## config.mk

```make
export PLATFORM = sky130hd
export DESIGN_NAME = time_sync_slave_mb
export DESIGN_NICKNAME = d
export VERILOG_FILES = /design/src/rtl/time_sync_slave_mb.sv
export SDC_FILE = /design/constraint.sdc
export NUM_CORES = 1
export LEC_CHECK = 0
export CAP_MARGIN = 20
export CORE_MARGIN = 3
export CORE_UTILIZATION = 45
export CTS_CLUSTER_SIZE = 24
export DETAILED_ROUTE_END_ITERATION = 12
export PLACE_DENSITY = 0.71
export SETUP_SLACK_MARGIN = 0.2
export SLEW_MARGIN = 5
export SYNTH_ARGS = -nofsm -noshare
export SYNTH_HDL_FRONTEND = slang
export SYNTH_SLANG_ARGS = --single-unit
```

## constraint.sdc

```tcl
create_clock -name clk -period 24.1 [get_ports clk]
set_input_delay 4.82 -clock clk [delete_from_list [all_inputs] [get_ports clk]]
set_output_delay 4.82 -clock clk [all_outputs]
set_load 0.05 [all_outputs]
```

## src/rtl/time_sync_slave_mb.sv

```systemverilog
// rtl/time_sync_slave_mb.sv - multi-beat sync packet receiver driving PTP clock writes
// Reassembles the 18-byte sync header, filters it and applies link-delay compensation.
module time_sync_slave_mb #(
  parameter int          AXIS_DATA_WIDTH    = 64,
  parameter int          AXIS_KEEP_WIDTH    = AXIS_DATA_WIDTH/8,
  parameter int          AXIS_RX_ID_WIDTH   = 8,
  parameter int          AXIS_RX_DEST_WIDTH = 8,
  parameter int          AXIS_RX_USER_WIDTH = 1,
  parameter int          IDENTIFIER_WIDTH   = 16,
  parameter logic [15:0] SELF_ID            = 16'h0001,
  parameter logic [15:0] BROADCAST_ID       = 16'hFFFF,
  parameter logic [15:0] SYNC_MAGIC         = 16'h77F8,
  parameter int          CNT_WIDTH          = 16
) (
  input  logic                          clk,
  input  logic                          rst,
  input  logic                          enable,
  input  logic [31:0]                   link_delay_ns,
  input  logic [AXIS_DATA_WIDTH-1:0]    s_axis_sync_rx_data,
  input  logic [AXIS_KEEP_WIDTH-1:0]    s_axis_sync_rx_keep,
  input  logic                          s_axis_sync_rx_valid,
  output logic                          s_axis_sync_rx_ready,
  input  logic                          s_axis_sync_rx_last,
  input  logic [AXIS_RX_ID_WIDTH-1:0]   s_axis_sync_rx_id,
  input  logic [AXIS_RX_DEST_WIDTH-1:0] s_axis_sync_rx_dest,
  input  logic [AXIS_RX_USER_WIDTH-1:0] s_axis_sync_rx_user,
  output logic                          time_sync_wr_en,
  output logic [95:0]                   time_sync_wr_ts,
  output logic [IDENTIFIER_WIDTH-1:0]   last_src_id,
  output logic [CNT_WIDTH-1:0]          sync_accept_cnt,
  output logic [CNT_WIDTH-1:0]          sync_drop_cnt
);

  localparam int HB = (144 + AXIS_DATA_WIDTH - 1) / AXIS_DATA_WIDTH;
  localparam int HW = HB * AXIS_DATA_WIDTH;
  localparam int IW = $clog2(HB + 1);
  localparam logic [32:0] NS_PER_SEC = 33'd1_000_000_000;

  typedef enum logic [1:0] {HDR, TAIL, CHECK, WRITE} state_t;

  state_t                state, state_next;
  logic [HW-1:0]         hdr;
  logic [IW-1:0]         beat_idx;
  logic                  bad;
  logic                  runt;
  logic                  fire;
  logic                  run;
  logic [15:0]           keep_cnt;
  logic [15:0]           last_bytes;
  logic [32:0]           ns_sum;
  logic [31:0]           ns_comp;
  logic [47:0]           sec_comp;
  logic                  accept;
  logic [15:0]           hdr_magic, hdr_dst;
  logic [IDENTIFIER_WIDTH-1:0] hdr_src;
  logic [47:0]           hdr_sec;
  logic [31:0]           hdr_ns;
  logic [15:0]           hdr_fns;
  logic                  unused_ok;

  assign s_axis_sync_rx_ready = (state == HDR) || (state == TAIL);
  assign fire = s_axis_sync_rx_valid && s_axis_sync_rx_ready;

  assign hdr_magic = hdr[15:0];
  assign hdr_dst   = hdr[31:16];
  assign hdr_src   = hdr[32 +: IDENTIFIER_WIDTH];
  assign hdr_fns   = hdr[63:48];
  assign hdr_ns    = hdr[95:64];
  assign hdr_sec   = hdr[143:96];

  assign unused_ok = ^{s_axis_sync_rx_id, s_axis_sync_rx_dest, s_axis_sync_rx_user, hdr[HW-1:144]};

  // Valid bytes on a tlast beat: full header beats so far plus the contiguous low keep run.
  always_comb begin
    keep_cnt = '0;
    run      = 1'b1;
    for (int i = 0; i < AXIS_KEEP_WIDTH; i++) begin
      if (run && s_axis_sync_rx_keep[i]) keep_cnt = keep_cnt + 16'd1;
      else run = 1'b0;
    end
  end
  assign last_bytes = 16'(beat_idx) * 16'(AXIS_KEEP_WIDTH) + keep_cnt;

  always_comb begin
    ns_sum = {1'b0, hdr_ns} + {1'b0, link_delay_ns};
    if (ns_sum >= NS_PER_SEC) begin
      ns_comp  = 32'(ns_sum - NS_PER_SEC);
      sec_comp = hdr_sec + 48'd1;
    end else begin
      ns_comp  = ns_sum[31:0];
      sec_comp = hdr_sec;
    end
  end

  assign accept = !runt && !bad && enable
                && (hdr_magic == SYNC_MAGIC)
                && ((hdr_dst == SELF_ID) || (hdr_dst == BROADCAST_ID))
                && (hdr_ns < NS_PER_SEC[31:0]);

  always_ff @(posedge clk or posedge rst) begin
    if (rst) state <= HDR;
    else     state <= state_next;
  end

  always_comb begin
    state_next = state;
    case (state)
      HDR: begin
        if (fire) begin
          if (s_axis_sync_rx_last)           state_next = CHECK;
          else if (beat_idx == IW'(HB - 1))  state_next = TAIL;
        end
      end
      TAIL:    if (fire && s_axis_sync_rx_last) state_next = CHECK;
      CHECK:   state_next = WRITE;
      default: state_next = HDR;
    endcase
  end

  always_ff @(posedge clk or posedge rst) begin
    if (rst) begin
      hdr             <= '0;
      beat_idx        <= '0;
      bad             <= 1'b0;
      runt            <= 1'b0;
      time_sync_wr_en <= 1'b0;
      time_sync_wr_ts <= '0;
      last_src_id     <= '0;
      sync_accept_cnt <= '0;
      sync_drop_cnt   <= '0;
    end else begin
      time_sync_wr_en <= 1'b0;
      case (state)
        HDR: begin
          if (fire) begin
            for (int b = 0; b < HB; b++)
              if (beat_idx == IW'(b)) hdr[b*AXIS_DATA_WIDTH +: AXIS_DATA_WIDTH] <= s_axis_sync_rx_data;
            bad      <= bad | s_axis_sync_rx_user[0];
            beat_idx <= beat_idx + 1'b1;
            if (s_axis_sync_rx_last) runt <= (last_bytes < 16'd18);
          end
        end
        TAIL: if (fire) bad <= bad | s_axis_sync_rx_user[0];
        // Results are registered here so they are visible during the WRITE cycle.
        CHECK: begin
          time_sync_wr_en <= accept;
          if (accept) begin
            time_sync_wr_ts <= {sec_comp, ns_comp, hdr_fns};
            last_src_id     <= hdr_src;
            sync_accept_cnt <= sync_accept_cnt + 1'b1;
          end else begin
            sync_drop_cnt   <= sync_drop_cnt + 1'b1;
          end
        end
        default: begin
          beat_idx <= '0;
          bad      <= 1'b0;
          runt     <= 1'b0;
        end
      endcase
    end
  end

endmodule

```

==> results of run 1 <==
## state kept, by name, indices dropped and copies added, names as in the netlist, 2 cells and up
name	count
hdr	144
state	2
beat_idx	2
sync_drop_cnt	16
sync_accept_cnt	16
last_src_id	16
time_sync_wr_ts	96
## cells in the final DEF, fill, tap and decap left out, types with 30 or more instances in the layout
cell	count
sky130_fd_sc_hd__nand3_1	81
sky130_fd_sc_hd__dfrtp_1	295
sky130_fd_sc_hd__nand2_1	263
sky130_fd_sc_hd__clkbuf_16	35
sky130_fd_sc_hd__nor3_1	34
sky130_fd_sc_hd__o21ai_0	57
sky130_fd_sc_hd__mux2_2	149
sky130_fd_sc_hd__and2_1	31
sky130_fd_sc_hd__a21oi_1	52
sky130_fd_sc_hd__inv_1	40
sky130_fd_sc_hd__ha_1	49
sky130_fd_sc_hd__xnor2_1	61
sky130_fd_sc_hd__clkdlybuf4s50_1	255
sky130_fd_sc_hd__nand4_1	30
sky130_fd_sc_hd__nor2_1	66
## cell families after synthesis
| family | synth area share |
|---|---|
| and+or+nand+nor | 0.181 |
| DFF | 0.457 |
| AOI/OAI and AO/OA | 0.118 |
| muxes | 0.125 |
| buffers and inverters | 0.0297 |
| xor gates and xnor gates | 0.0481 |
| adders and majority gates | 0.0411 |
## stage by stage
step / util / power [mW]
detailed placement: 0.546 / 1.75
CTS: 0.578 / 2.27
floorplan: - / 1.46
global placement: 0.546 / 1.72
global route: 0.580 / 2.42
finish: 0.580 / 2.26
## worst min-delay path, stage by stage (launching register included)
cell                      delay, ns
sky130_fd_sc_hd__dfrtp_1       0.34
sky130_fd_sc_hd__nand2_1       0.05
sky130_fd_sc_hd__nand2_1       0.05
## final cells by class
type / instances / area share
Antenna cell: 3 / 0.000370
Clock buffer: 48 / 0.0491
Clock inverter: 12 / 0.00630
Inverter: 41 / 0.00796
Multi-Input combinational cell: 1202 / 0.413
Sequential cell: 295 / 0.364
Tap cell: 455 / 0.0281
Timing Repair Buffer: 265 / 0.131
## routing by layer
layer  global-route usage  routed length [um]
met1                0.316               19900
met5                    0                  43
met4               0.0549                1000
met3               0.0442                2770
met2                0.374               21200
## worst max-delay path by stage
stage | startpoint | endpoint | cells after the start
3_5_place_dp | link_delay_ns[0] | time_sync_wr_ts[70]$_DFFE_PP0P_ | 14
6_report | link_delay_ns[0] | time_sync_wr_ts[70]$_DFFE_PP0P_ | 15
5_1_grt | link_delay_ns[6] | time_sync_wr_ts[70]$_DFFE_PP0P_ | 12
3_3_place_gp | link_delay_ns[0] | time_sync_wr_ts[70]$_DFFE_PP0P_ | 14
2_1_floorplan | rst | bad$_DFFE_PP0P_ | 1
4_1_cts | link_delay_ns[0] | time_sync_wr_ts[70]$_DFFE_PP0P_ | 14
## power by group through the flow
stage                     logic [mW]  registers [mW]  clock network (mW)
after floorplan                0.735           0.728                   0
after global routing            1.10           0.769               0.549
after detailed placement       0.991           0.755                   0
after global placement         0.974           0.747                   0
after CTS                      0.997           0.747               0.526
final                           1.00           0.750               0.513
==> metrics.log, run 1 <==
INFO  metric result_of_the_run = finished, final reports clean
INFO  metric synth_area_leader_cell = sky130_fd_sc_hd__dfrtp_1
INFO  metric whs_path_depth = 2
INFO  metric synthFlopType = sky130_fd_sc_hd__dfrtp_1
INFO  metric worst_pin_slew = 1.08 ns
INFO  metric cts.reportedPaths.clkPinSlew = approximately 0.06 ns
INFO  metric ys_seq_area_frac = 0.457
INFO  metric path_type_of_the_worst_min_delay_path = flip-flop to flip-flop
INFO  metric critical_path_class = input pin to flip-flop
INFO  metric fp.dieW = 195 um
INFO  metric timing.critical_path.buf_inv = 2
INFO  metric timing.reg2reg.worst_path_depth = 14
INFO  metric gp_congestion = a little over 0.9
INFO  metric reg2reg_to = time_sync_wr_ts[70]$_DFFE_PP0P_
INFO  metric placed_cells = roughly 2300
INFO  metric initial_core_util = 0.462
INFO  metric post_dp_cell_area = around 0.019 mm2
INFO  metric yosys-top-cells-area = sky130_fd_sc_hd__dfrtp_1 (46%), sky130_fd_sc_hd__mux2_2 (10%), sky130_fd_sc_hd__nand2_1 (6.1%)
INFO  metric synthesis.instances = about 1600
INFO  metric critPathRequiredTime = roughly 24 ns
INFO  metric timing.final.hold_violations = 0
INFO  metric clk_latency = 0.52 ns
INFO  metric finalHoldWorstSlack = 0.462 ns
INFO  metric globalRoute.totalOverflow = 0
INFO  metric warnings_from_yosys = 0
INFO  metric row_count = 68
INFO  metric critical_path.max_fanout = 13
INFO  metric route.detailed.drc = 0
INFO  metric sort_of_element_at_the_start_of_the_critical_path = input pin
INFO  metric combinational_group_share_of_total_power = 0.442
INFO  metric post_synth_edffs = 0
INFO  metric grt_pass1_vias = about 13000
INFO  metric yosysMostFrequentCell = sky130_fd_sc_hd__dfrtp_1
INFO  metric area_enclosed_by_the_die_boundary = about 0.038 mm2
INFO  metric finalWorstPathRequiredPeriod = around 9.6 ns
INFO  metric final_ws_setup = 14.48 ns
INFO  metric synth_nets = between 1500 and 2000
INFO  metric critPathCaptureType = flip-flop
INFO  metric power.static_leakage = 8.69 nW
INFO  metric drt-pass1-iter-count = 5
INFO  metric power.ir.vdd_worst = 0.0000782 V
INFO  metric timing.setup.tns = 0 ns
INFO  metric ff2ff_setup_slack = between 15 and 20 ns
INFO  metric grt_antenna_before_repair = 7
INFO  metric nFillCells = 3024
INFO  metric post-place-ws = about 14 ns
INFO  metric final-setup-viol-count = 0
INFO  metric slew_viol_final = 0
INFO  metric grt_pass1_wl = between 70000 and 80000 um
INFO  metric worst_hold_startpoint = time_sync_wr_ts[6]$_DFFE_PP0P_
INFO  metric final_area = 0.0203 mm2
INFO  metric synth.cells.most_frequent = sky130_fd_sc_hd__dfrtp_1 (295), sky130_fd_sc_hd__nand2_1 (263), sky130_fd_sc_hd__mux2_2 (149)
INFO  metric portion_of_total_power_attributed_to_the_clock_network = 0.227
INFO  metric fin_nets = a little over 2000
INFO  metric seqCellArea = roughly 0.0074 mm2
INFO  metric via_per_inst = 5.67
INFO  metric placement.io_buffers = approximately 260
INFO  metric post_cts_buffers = 0
INFO  metric reg2reg_from = hdr[64]$_DFFE_PP0P_
INFO  metric cp_cell_sequence = clkdlybuf4s50_1, ha_1, inv_1, fa_1, nand2b_1, a21o_1, a211o_1, a21boi_0, a21oi_1, xnor2_1, or3_1, or4b_1, a311oi_4, mux2i_1, a211o_1
INFO  metric ctsLongestPathBuffers = 3
INFO  metric finalNonFillerCells = 2321
INFO  metric cts_tree = yes
INFO  metric final.period_utilization = 0.399
INFO  metric max_clock_freq = between 0.1 and 0.15 GHz
INFO  metric clock_sink_count = 295
INFO  metric switching_power = roughly 910 uW
INFO  metric post_synth_instance_area = 0.0162 mm2
INFO  metric switching_portion_of_total_power = 0.402
INFO  metric cell_internal_power_dissipation = ~1.4 mW
INFO  metric wirelength = between 40000 and 50000 um
INFO  metric detail_route.wl_per_cell = ~19 um
INFO  metric cpMaxStageDelayCell = sky130_fd_sc_hd__a311oi_4
INFO  metric cts_inserted_buffers = 34
INFO  metric max_cap_viol_count = 0
INFO  metric clock-root-buffer = sky130_fd_sc_hd__clkbuf_16
INFO  metric cts-resized-gates = 0
INFO  metric grt_max_degree = around 140
INFO  metric worstHoldEndpoint = time_sync_wr_ts[6]$_DFFE_PP0P_
INFO  metric timing.critical_path.mode_cell = sky130_fd_sc_hd__a211o_1
INFO  metric drt_iter0_markers = roughly 700
INFO  metric syn-mean-instance-area = 9.99 um2
INFO  metric timing.critical_path.slowest_cell_delay = approximately 0.99 ns
INFO  metric p_per_area = roughly 110 mW/mm2
INFO  metric drive_above_1_share = 0.135
INFO  metric core-area = 0.0350 mm2
INFO  metric critical_path.top_delay_family = compound AO/OA/AOI/OAI gates
INFO  metric skew = around 0.013 ns
INFO  metric yosys_register_bits = around 300
INFO  metric arrival = roughly 10 ns
INFO  metric grt_setup_unrepaired = false
INFO  metric ys_types = 85
INFO  metric floorplan.die.height = ~200 um
INFO  metric async_flop_share = 1.00
INFO  metric slew_headroom = 0.279
INFO  metric synthToLayoutAreaGrowth = 25.5%
INFO  metric io_pins = 272
INFO  metric via_count = around 13000
INFO  metric multiInputGateArea = 0.00838 mm2
INFO  metric seq_power_share = 0.331
INFO  metric post_detailed_route_count_of_antenna_violating_nets = 0
INFO  metric post-dp-hpwl = ~33000 um
INFO  metric track_usage = 0.229
INFO  metric synth_top_cell_area_share = 0.457
INFO  metric cts_htree_levels = 2
INFO  metric postCtsHoldBufs = 0
Power figures use the tool's default switching activity.
==> run 2: changes to the inputs <==
==> constraint.sdc (replaced) <==
create_clock -name clk -period 10 [get_ports clk]
set_input_delay 2 -clock clk [delete_from_list [all_inputs] [get_ports clk]]
set_output_delay 2 -clock clk [all_outputs]
set_load 0.05 [all_outputs]
==> run 2 against run 1 <==
Setup slack got worse by 11 ns. Critical path depth is 1 higher. Via count grew 0.76%. Power rose by 140%. Clock power grew 140%. Sequential power rose by 140%. Sequential share of layout area about the same. Global-route usage increased by 0.27 points.
==> metrics.log, run 2 (same netlist as run 1, synthesis figures left out) <==
INFO  metric result_of_the_run = finished, final reports clean
INFO  metric cts_htree_levels = 2 (unchanged)
INFO  metric post_cts_buffers = 0 (unchanged)
INFO  metric timing.critical_path.slowest_cell_delay = 0.91 ns (-0.08 ns)
INFO  metric critical_path_class = input pin to flip-flop
INFO  metric clock_sink_count = 295 (unchanged)
INFO  metric max_clock_freq = around 0.14 GHz
INFO  metric timing.final.hold_violations = 0 (unchanged)
INFO  metric final_area = 0.0202 mm2 (-0.12%)
INFO  metric fin_nets = 2016 (unchanged)
INFO  metric via_count = 13265 (+0.76%)
INFO  metric biggestRegsByFlops = hdr: 144 flops, time_sync_wr_ts: 96 flops
INFO  metric placement.io_buffers = 255 (unchanged)
INFO  metric drt-pass1-iter-count = 5 (unchanged)
INFO  metric cpMaxStageDelayCell = sky130_fd_sc_hd__a311oi_4
INFO  metric cts-resized-gates = 0 (unchanged)
INFO  metric final_ws_setup = 3.06 ns (-11.42 ns)
INFO  metric cts.reportedPaths.clkPinSlew = 0.06 ns (about the same)
INFO  metric ctsLongestPathBuffers = 3 (unchanged)
INFO  metric worst_pin_slew = 1.09 ns (+0.00492 ns)
INFO  metric critPathLaunch = link_delay_ns[0]
INFO  metric post-dp-hpwl = 33100 um (+0.99%)
INFO  metric drive_above_1_share = 0.134 (-0.00107)
INFO  metric reg2reg_from = hdr[64]$_DFFE_PP0P_
INFO  metric post-place-ws = 2.46 ns (-11.40 ns)
INFO  metric skew = 0.0234 ns (+0.00997 ns)
INFO  metric max_cap_viol_count = 0 (unchanged)
INFO  metric clk_latency = 0.52 ns (about the same)
INFO  metric clock-root-buffer = sky130_fd_sc_hd__clkbuf_16
INFO  metric postCtsHoldBufs = 0 (unchanged)
INFO  metric grt_setup_unrepaired = false
INFO  metric slew_headroom = 0.276 (-0.00328)
INFO  metric initial_core_util = 0.462 (unchanged)
INFO  metric final.period_utilization = 0.694
INFO  metric grt_max_degree = 170 (+21%)
INFO  metric post_dp_cell_area = 0.0191 mm2 (+0.16%)
INFO  metric grt_antenna_before_repair = 3 (-4)
INFO  metric gp_congestion = 0.897 (-3.2%)
INFO  metric finalWorstPathRequiredPeriod = slightly below 7 ns
INFO  metric path_type_of_the_worst_min_delay_path = flip-flop to flip-flop
INFO  metric grt_pass1_wl = 71700 um (+0.93%)
INFO  metric route.detailed.drc = 0 (unchanged)
INFO  metric layout_common_cells = sky130_fd_sc_hd__dfrtp_1 (295), sky130_fd_sc_hd__nand2_1 (263), sky130_fd_sc_hd__clkdlybuf4s50_1 (255)
INFO  metric grt_pass1_vias = 12942 (+1.1%)
INFO  metric row_count = 68 (unchanged)
INFO  metric nFillCells = 3014 (-0.33%)
INFO  metric timing.setup.tns = 0 ns (unchanged)
INFO  metric track_usage = 0.231 (+0.00274)
INFO  metric detail_route.wl_per_cell = 19.6 um (+1.4%)
INFO  metric post_detailed_route_count_of_antenna_violating_nets = 0 (unchanged)
INFO  metric via_per_inst = 5.72 (+0.76%)
INFO  metric floorplan.die.height = 195 um (unchanged)
INFO  metric p_per_area = 270 mW/mm2 (+140%)
INFO  metric synthToLayoutAreaGrowth = 25.4%
INFO  metric sort_of_element_at_the_start_of_the_critical_path = input pin
INFO  metric critPathCaptureType = flip-flop
INFO  metric arrival = 7.34 ns (-2.67 ns)
INFO  metric power.static_leakage = 8.67 nW (-0.25%)
INFO  metric mostFrequentLayoutCell = sky130_fd_sc_hd__dfrtp_1
INFO  metric wirelength = 45500 um (+1.4%)
INFO  metric power.ir.vdd_worst = 0.000212 V (+170%)
INFO  metric cts_tree = yes
INFO  metric fp.dieW = 195 um (unchanged)
INFO  metric area_enclosed_by_the_die_boundary = 0.0382 mm2 (unchanged)
INFO  metric core-area = 0.0350 mm2 (unchanged)
INFO  metric final-setup-viol-count = 0 (unchanged)
INFO  metric worst_hold_startpoint = last_src_id[2]$_DFFE_PP0P_
INFO  metric cts_inserted_buffers = 34 (unchanged)
INFO  metric globalRoute.totalOverflow = 0 (unchanged)
INFO  metric cp_cell_sequence = clkdlybuf4s50_1, ha_1, inv_1, fa_1, nand2b_1, a21o_1, a211oi_2, nor3_1, a2111oi_0, nand2_1, a21oi_1, o221ai_4, buf_4, a311oi_4, mux2i_1, a211o_1
INFO  metric largest_reg_flops = 144 (unchanged)
INFO  metric critical_path.max_fanout = 38 (+25)
INFO  metric registers.top_by_ff_count = hdr
INFO  metric slew_viol_final = 0 (unchanged)
INFO  metric drt_iter0_markers = 811 (+12%)
INFO  metric io_pins = 272 (unchanged)
INFO  metric critPathRequiredTime = 10.39 ns (-14.10 ns)
[run 2: changes by cell type in the layout (fill, tap and decap cells not counted), sizes merged]
cell and delta:
clkinvlp -1, clkbuf +1, inv -1, dlymetal6s2s -1, buf +1, bufinv +1
[run 2: per-layer routing]
| layer | vias to the layer above | wire (um) | global-route usage |
|---|---|---|---|
| met5 | - | 24 | 0 |
| met2 | 434 | 21400 | 0.376 |
| li1 | 6236 | - | - |
| met4 | 4 | 1250 | 0.0716 |
| met3 | 78 | 2890 | 0.0414 |
| met1 | 6513 | 20000 | 0.317 |
[run 2: stage by stage]
stage	total power, mW	util	std cells	hold slack (ns)
after floorplan	3.52	-	1616	0.441
after global placement	4.15	0.547	2257	0.449
after detailed placement	4.22	0.547	2258	0.454
after CTS	5.48	0.579	2318	0.468
after global routing	5.81	0.579	2320	0.484
final	5.46	0.579	2321	0.463
[run 2: final timing paths]
kind	endpoint	slack, ns	cells after the start
max reg2reg	time_sync_wr_ts[70]$_DFFE_PP0P_	4.63	15
min in group asynchronous	time_sync_wr_ts[31]$_DFFE_PP0P_	2.07	3
max	time_sync_wr_ts[70]$_DFFE_PP0P_	3.06	16
min reg2reg	last_src_id[2]$_DFFE_PP0P_	0.46	2
max in group asynchronous	sync_drop_cnt[11]$_DFFE_PP0P_	6.46	4
min	last_src_id[2]$_DFFE_PP0P_	0.46	2
[run 2: final cells by class]
type                       instances  area [um2]  area share
sequential                       295        7380       0.365
inverter                          41         158     0.00779
multi-input combinational       1202        8380       0.414
clock buffer                      49         978      0.0483
tap                              455         569      0.0281
clock inverter                    11         128     0.00630
antenna                            3        7.51    0.000371
timing repair buffer             265        2650       0.131
[run 2: critical path, delay by kind of cell]
kind	cells	cell delay, ns
buffers and inverters	3	0.84
AOI/OAI and AO/OA	7	3.18
adders and majority gates	2	0.62
muxes	1	0.16
and+or+nand+nor	3	0.49
[run 2: power breakdown]
part / internal, mW / switching [mW] / leakage [nW]
clock network: 0.737 / 0.493 / 0.543
logic: 1.02 / 1.40 / 4.29
registers: 1.51 / 0.304 / 3.83
==> run 3: changes to the inputs <==
==> constraint.sdc (replaced) <==
create_clock -name clk -period 6.5 [get_ports clk]
set_input_delay 1.3 -clock clk [delete_from_list [all_inputs] [get_ports clk]]
set_output_delay 1.3 -clock clk [all_outputs]
set_load 0.05 [all_outputs]
==> run 3 against run 2 <==
Die area stayed put. Register-to-register slack worse by 2.9 ns. Flip-flop and latch count unchanged. Non-clock buffer count increased by 13. Final cell count rose by 0.56%. Critical path depth rose by 5. Critical path type unchanged. Critical endpoint is now runt$_DFFE_PP0P_. Largest cell class unchanged.
==> metrics.log, run 3 (same netlist as run 1, synthesis figures left out) <==
INFO  metric result_of_the_run = finished, final reports clean
INFO  metric mostFrequentLayoutCell = sky130_fd_sc_hd__dfrtp_1
INFO  metric worst_hold_startpoint = last_src_id[10]$_DFFE_PP0P_
INFO  metric row_count = 68 (unchanged)
INFO  metric portion_of_total_power_attributed_to_the_clock_network = 0.230 (+0.005)
INFO  metric via_count = 13096 (-1.3%)
INFO  metric power.static_leakage = 8.76 nW (+1.1%)
INFO  metric max_cap_viol_count = 0 (unchanged)
INFO  metric detail_route.wl_per_cell = 19.1 um (-2.7%)
INFO  metric biggestRegsByFlops = hdr: 144 flops, time_sync_wr_ts: 96 flops
INFO  metric grt_max_degree = 131 (-23%)
INFO  metric placement.io_buffers = 255 (unchanged)
INFO  metric floorplan.die.height = 195 um (unchanged)
INFO  metric final-setup-viol-count = 0 (unchanged)
INFO  metric track_usage = 0.229 (-0.00296)
INFO  metric seq_power_share = 0.326 (-0.005)
INFO  metric clock-root-buffer = sky130_fd_sc_hd__clkbuf_16
INFO  metric fin_nets = 2029 (+0.64%)
INFO  metric postCtsHoldBufs = 0 (unchanged)
INFO  metric power.ir.vdd_worst = 0.000247 V (+16%)
INFO  metric io_pins = 272 (unchanged)
INFO  metric core-area = 0.0350 mm2 (unchanged)
INFO  metric cts_inserted_buffers = 34 (unchanged)
INFO  metric critical_path_class = input pin to flip-flop
INFO  metric max_clock_freq = ~0.17 GHz
INFO  metric drt-pass1-iter-count = 7 (+2)
INFO  metric via_per_inst = 5.61 (-1.8%)
INFO  metric p_per_area = 416 mW/mm2 (+54%)
INFO  metric final.period_utilization = 0.893
INFO  metric critical_path.max_fanout = 4 (-89%)
INFO  metric grt_antenna_before_repair = 6 (+3)
INFO  metric grt_pass1_wl = 70800 um (-1.3%)
INFO  metric sort_of_element_at_the_start_of_the_critical_path = input pin
INFO  metric drive_above_1_share = 0.142 (+0.00760)
INFO  metric grt_pass1_vias = 12912 (-0.23%)
INFO  metric route.detailed.drc = 0 (unchanged)
INFO  metric finalNonFillerCells = 2334 (+0.56%)
INFO  metric clock_sink_count = 295 (unchanged)
INFO  metric slew_viol_final = 0 (unchanged)
INFO  metric timing.reg2reg.worst_path_depth = 16 (+1)
INFO  metric slew_headroom = 0.310 (+0.0344)
INFO  metric placed_cells = 2270 (+0.53%)
INFO  metric finalWorstPathRequiredPeriod = approximately 5.8 ns
INFO  metric wirelength = 44500 um (-2.2%)
INFO  metric timing.setup.tns = 0 ns (unchanged)
INFO  metric cts-resized-gates = 0 (unchanged)
INFO  metric ff2ff_setup_slack = 1.72 ns (-2.91 ns)
INFO  metric gp_congestion = 0.927 (+3.4%)
INFO  metric cts.reportedPaths.clkPinSlew = 0.06 ns (about the same)
INFO  metric cts_tree = yes
INFO  metric drt_iter0_markers = 734 (-9.5%)
INFO  metric globalRoute.totalOverflow = 0 (unchanged)
INFO  metric worstHoldEndpoint = last_src_id[10]$_DFFE_PP0P_
INFO  metric critPathCaptureType = flip-flop
INFO  metric area_enclosed_by_the_die_boundary = 0.0382 mm2 (unchanged)
INFO  metric whs_path_depth = 2 (unchanged)
INFO  metric cts_htree_levels = 2 (unchanged)
INFO  metric layout_common_cells = sky130_fd_sc_hd__dfrtp_1 (295), sky130_fd_sc_hd__nand2_1 (263), sky130_fd_sc_hd__clkdlybuf4s50_1 (255)
INFO  metric cell_internal_power_dissipation = 5.16 mW (+58%)
INFO  metric clk_latency = 0.51 ns (about the same)
INFO  metric combinational_group_share_of_total_power = 0.443 (about the same)
INFO  metric reg2reg_to = time_sync_wr_ts[70]$_DFFE_PP0P_
INFO  metric arrival = 6.20 ns (-1.14 ns)
INFO  metric switching_power = 3.33 mW (+52%)
INFO  metric post_detailed_route_count_of_antenna_violating_nets = 0 (unchanged)
INFO  metric initial_core_util = 0.462 (unchanged)
INFO  metric skew = 0.0258 ns (+0.00242 ns)
INFO  metric timing.final.hold_violations = 0 (unchanged)
INFO  metric grt_setup_unrepaired = false
INFO  metric critPathRequiredTime = 6.89 ns (-3.50 ns)
INFO  metric worst_pin_slew = 1.03 ns (-0.0516 ns)
INFO  metric fp.dieW = 195 um (unchanged)
INFO  metric post-dp-hpwl = 33200 um (+0.17%)
INFO  metric ctsLongestPathBuffers = 3 (unchanged)
INFO  metric post_cts_buffers = 0 (unchanged)
INFO  metric reg2reg_from = hdr[64]$_DFFE_PP0P_
INFO  metric registers.top_by_ff_count = hdr
INFO  metric largest_reg_flops = 144 (unchanged)
INFO  metric synthToLayoutAreaGrowth = 26.5%
INFO  metric path_type_of_the_worst_min_delay_path = flip-flop to flip-flop
INFO  metric switching_portion_of_total_power = 0.392 (-0.00952)
[run 3: changes by cell type in the layout (fill, tap and decap cells not counted), moves of 2 or more]
cell,previous run,this run
sky130_fd_sc_hd__buf_4,8,19
sky130_fd_sc_hd__clkbuf_1,9,6
sky130_fd_sc_hd__clkbuf_8,5,8
sky130_fd_sc_hd__clkinv_4,4,1
sky130_fd_sc_hd__buf_12,1,3
sky130_fd_sc_hd__clkinvlp_4,1,3
[run 3: critical path: stages]
cell	delay, ns
sky130_fd_sc_hd__clkdlybuf4s50_1	0.51
sky130_fd_sc_hd__inv_1	0.05
sky130_fd_sc_hd__a21boi_0	0.23
sky130_fd_sc_hd__ha_1	0.28
sky130_fd_sc_hd__o21a_1	0.21
sky130_fd_sc_hd__ha_1	0.32
sky130_fd_sc_hd__mux2_2	0.29
sky130_fd_sc_hd__ha_1	0.30
sky130_fd_sc_hd__mux2_2	0.28
sky130_fd_sc_hd__ha_1	0.30
sky130_fd_sc_hd__mux2i_1	0.20
sky130_fd_sc_hd__inv_1	0.07
sky130_fd_sc_hd__ha_1	0.22
sky130_fd_sc_hd__and2_1	0.16
sky130_fd_sc_hd__maj3_1	0.33
sky130_fd_sc_hd__and2_1	0.14
sky130_fd_sc_hd__inv_1	0.07
sky130_fd_sc_hd__fa_1	0.41
sky130_fd_sc_hd__o21bai_1	0.17
sky130_fd_sc_hd__a22o_1	0.18
sky130_fd_sc_hd__a22o_1	0.17
[run 3: area by class of cell]
cell class / count / area (um2)
Inverter: 41 / 158
Clock inverter: 11 / 143
Multi-Input combinational cell: 1202 / 8380
Sequential cell: 295 / 7380
Fill cell: 3013 / 14500
Timing Repair Buffer: 278 / 2780
Antenna cell: 3 / 7.51
Tap cell: 455 / 569
Clock buffer: 49 / 1010
[run 3: worst max-delay path by stage]
stage	start	end	slack [ns]	cells after the start
floorplan	s_axis_sync_rx_keep[2]	runt$_DFFE_PP0P_	1.05	20
CTS	s_axis_sync_rx_keep[2]	runt$_DFFE_PP0P_	0.70	21
detailed placement	s_axis_sync_rx_keep[2]	runt$_DFFE_PP0P_	0.17	21
finish	s_axis_sync_rx_keep[2]	runt$_DFFE_PP0P_	0.69	21
global route	s_axis_sync_rx_keep[2]	runt$_DFFE_PP0P_	0.44	21
global placement	link_delay_ns[0]	time_sync_wr_ts[70]$_DFFE_PP0P_	0.30	17
[run 3: per-stage QoR]
stage,area (um2),worst slack (ns),power (mW),hold WS (ns),utilization
after floorplan,16200,1.05,5.42,0.441,-
after global placement,19200,0.301,6.44,0.449,0.550
after detailed placement,19200,0.170,6.54,0.453,0.550
after CTS,20400,0.703,8.52,0.457,0.583
after global routing,20400,0.439,9.04,0.472,0.584
final,20400,0.693,8.49,0.462,0.584
[run 3: power by group through the flow]
stage / Clock (mW) / Combinational [mW] / Sequential (mW)
2_1_floorplan: 0 / 2.72 / 2.70
3_3_place_gp: 0 / 3.67 / 2.76
3_5_place_dp: 0 / 3.74 / 2.79
4_1_cts: 2.00 / 3.76 / 2.76
5_1_grt: 2.08 / 4.12 / 2.84
6_report: 1.96 / 3.77 / 2.77
[run 3: metal layers]
| metal | up-vias | GRT usage | wire length, um |
|---|---|---|---|
| met5 | - | 0 | 35 |
| met4 | 6 | 0.0737 | 1340 |
| met3 | 77 | 0.0487 | 3070 |
| met2 | 364 | 0.367 | 20500 |
| met1 | 6386 | 0.310 | 19600 |
| li1 | 6263 | - | - |
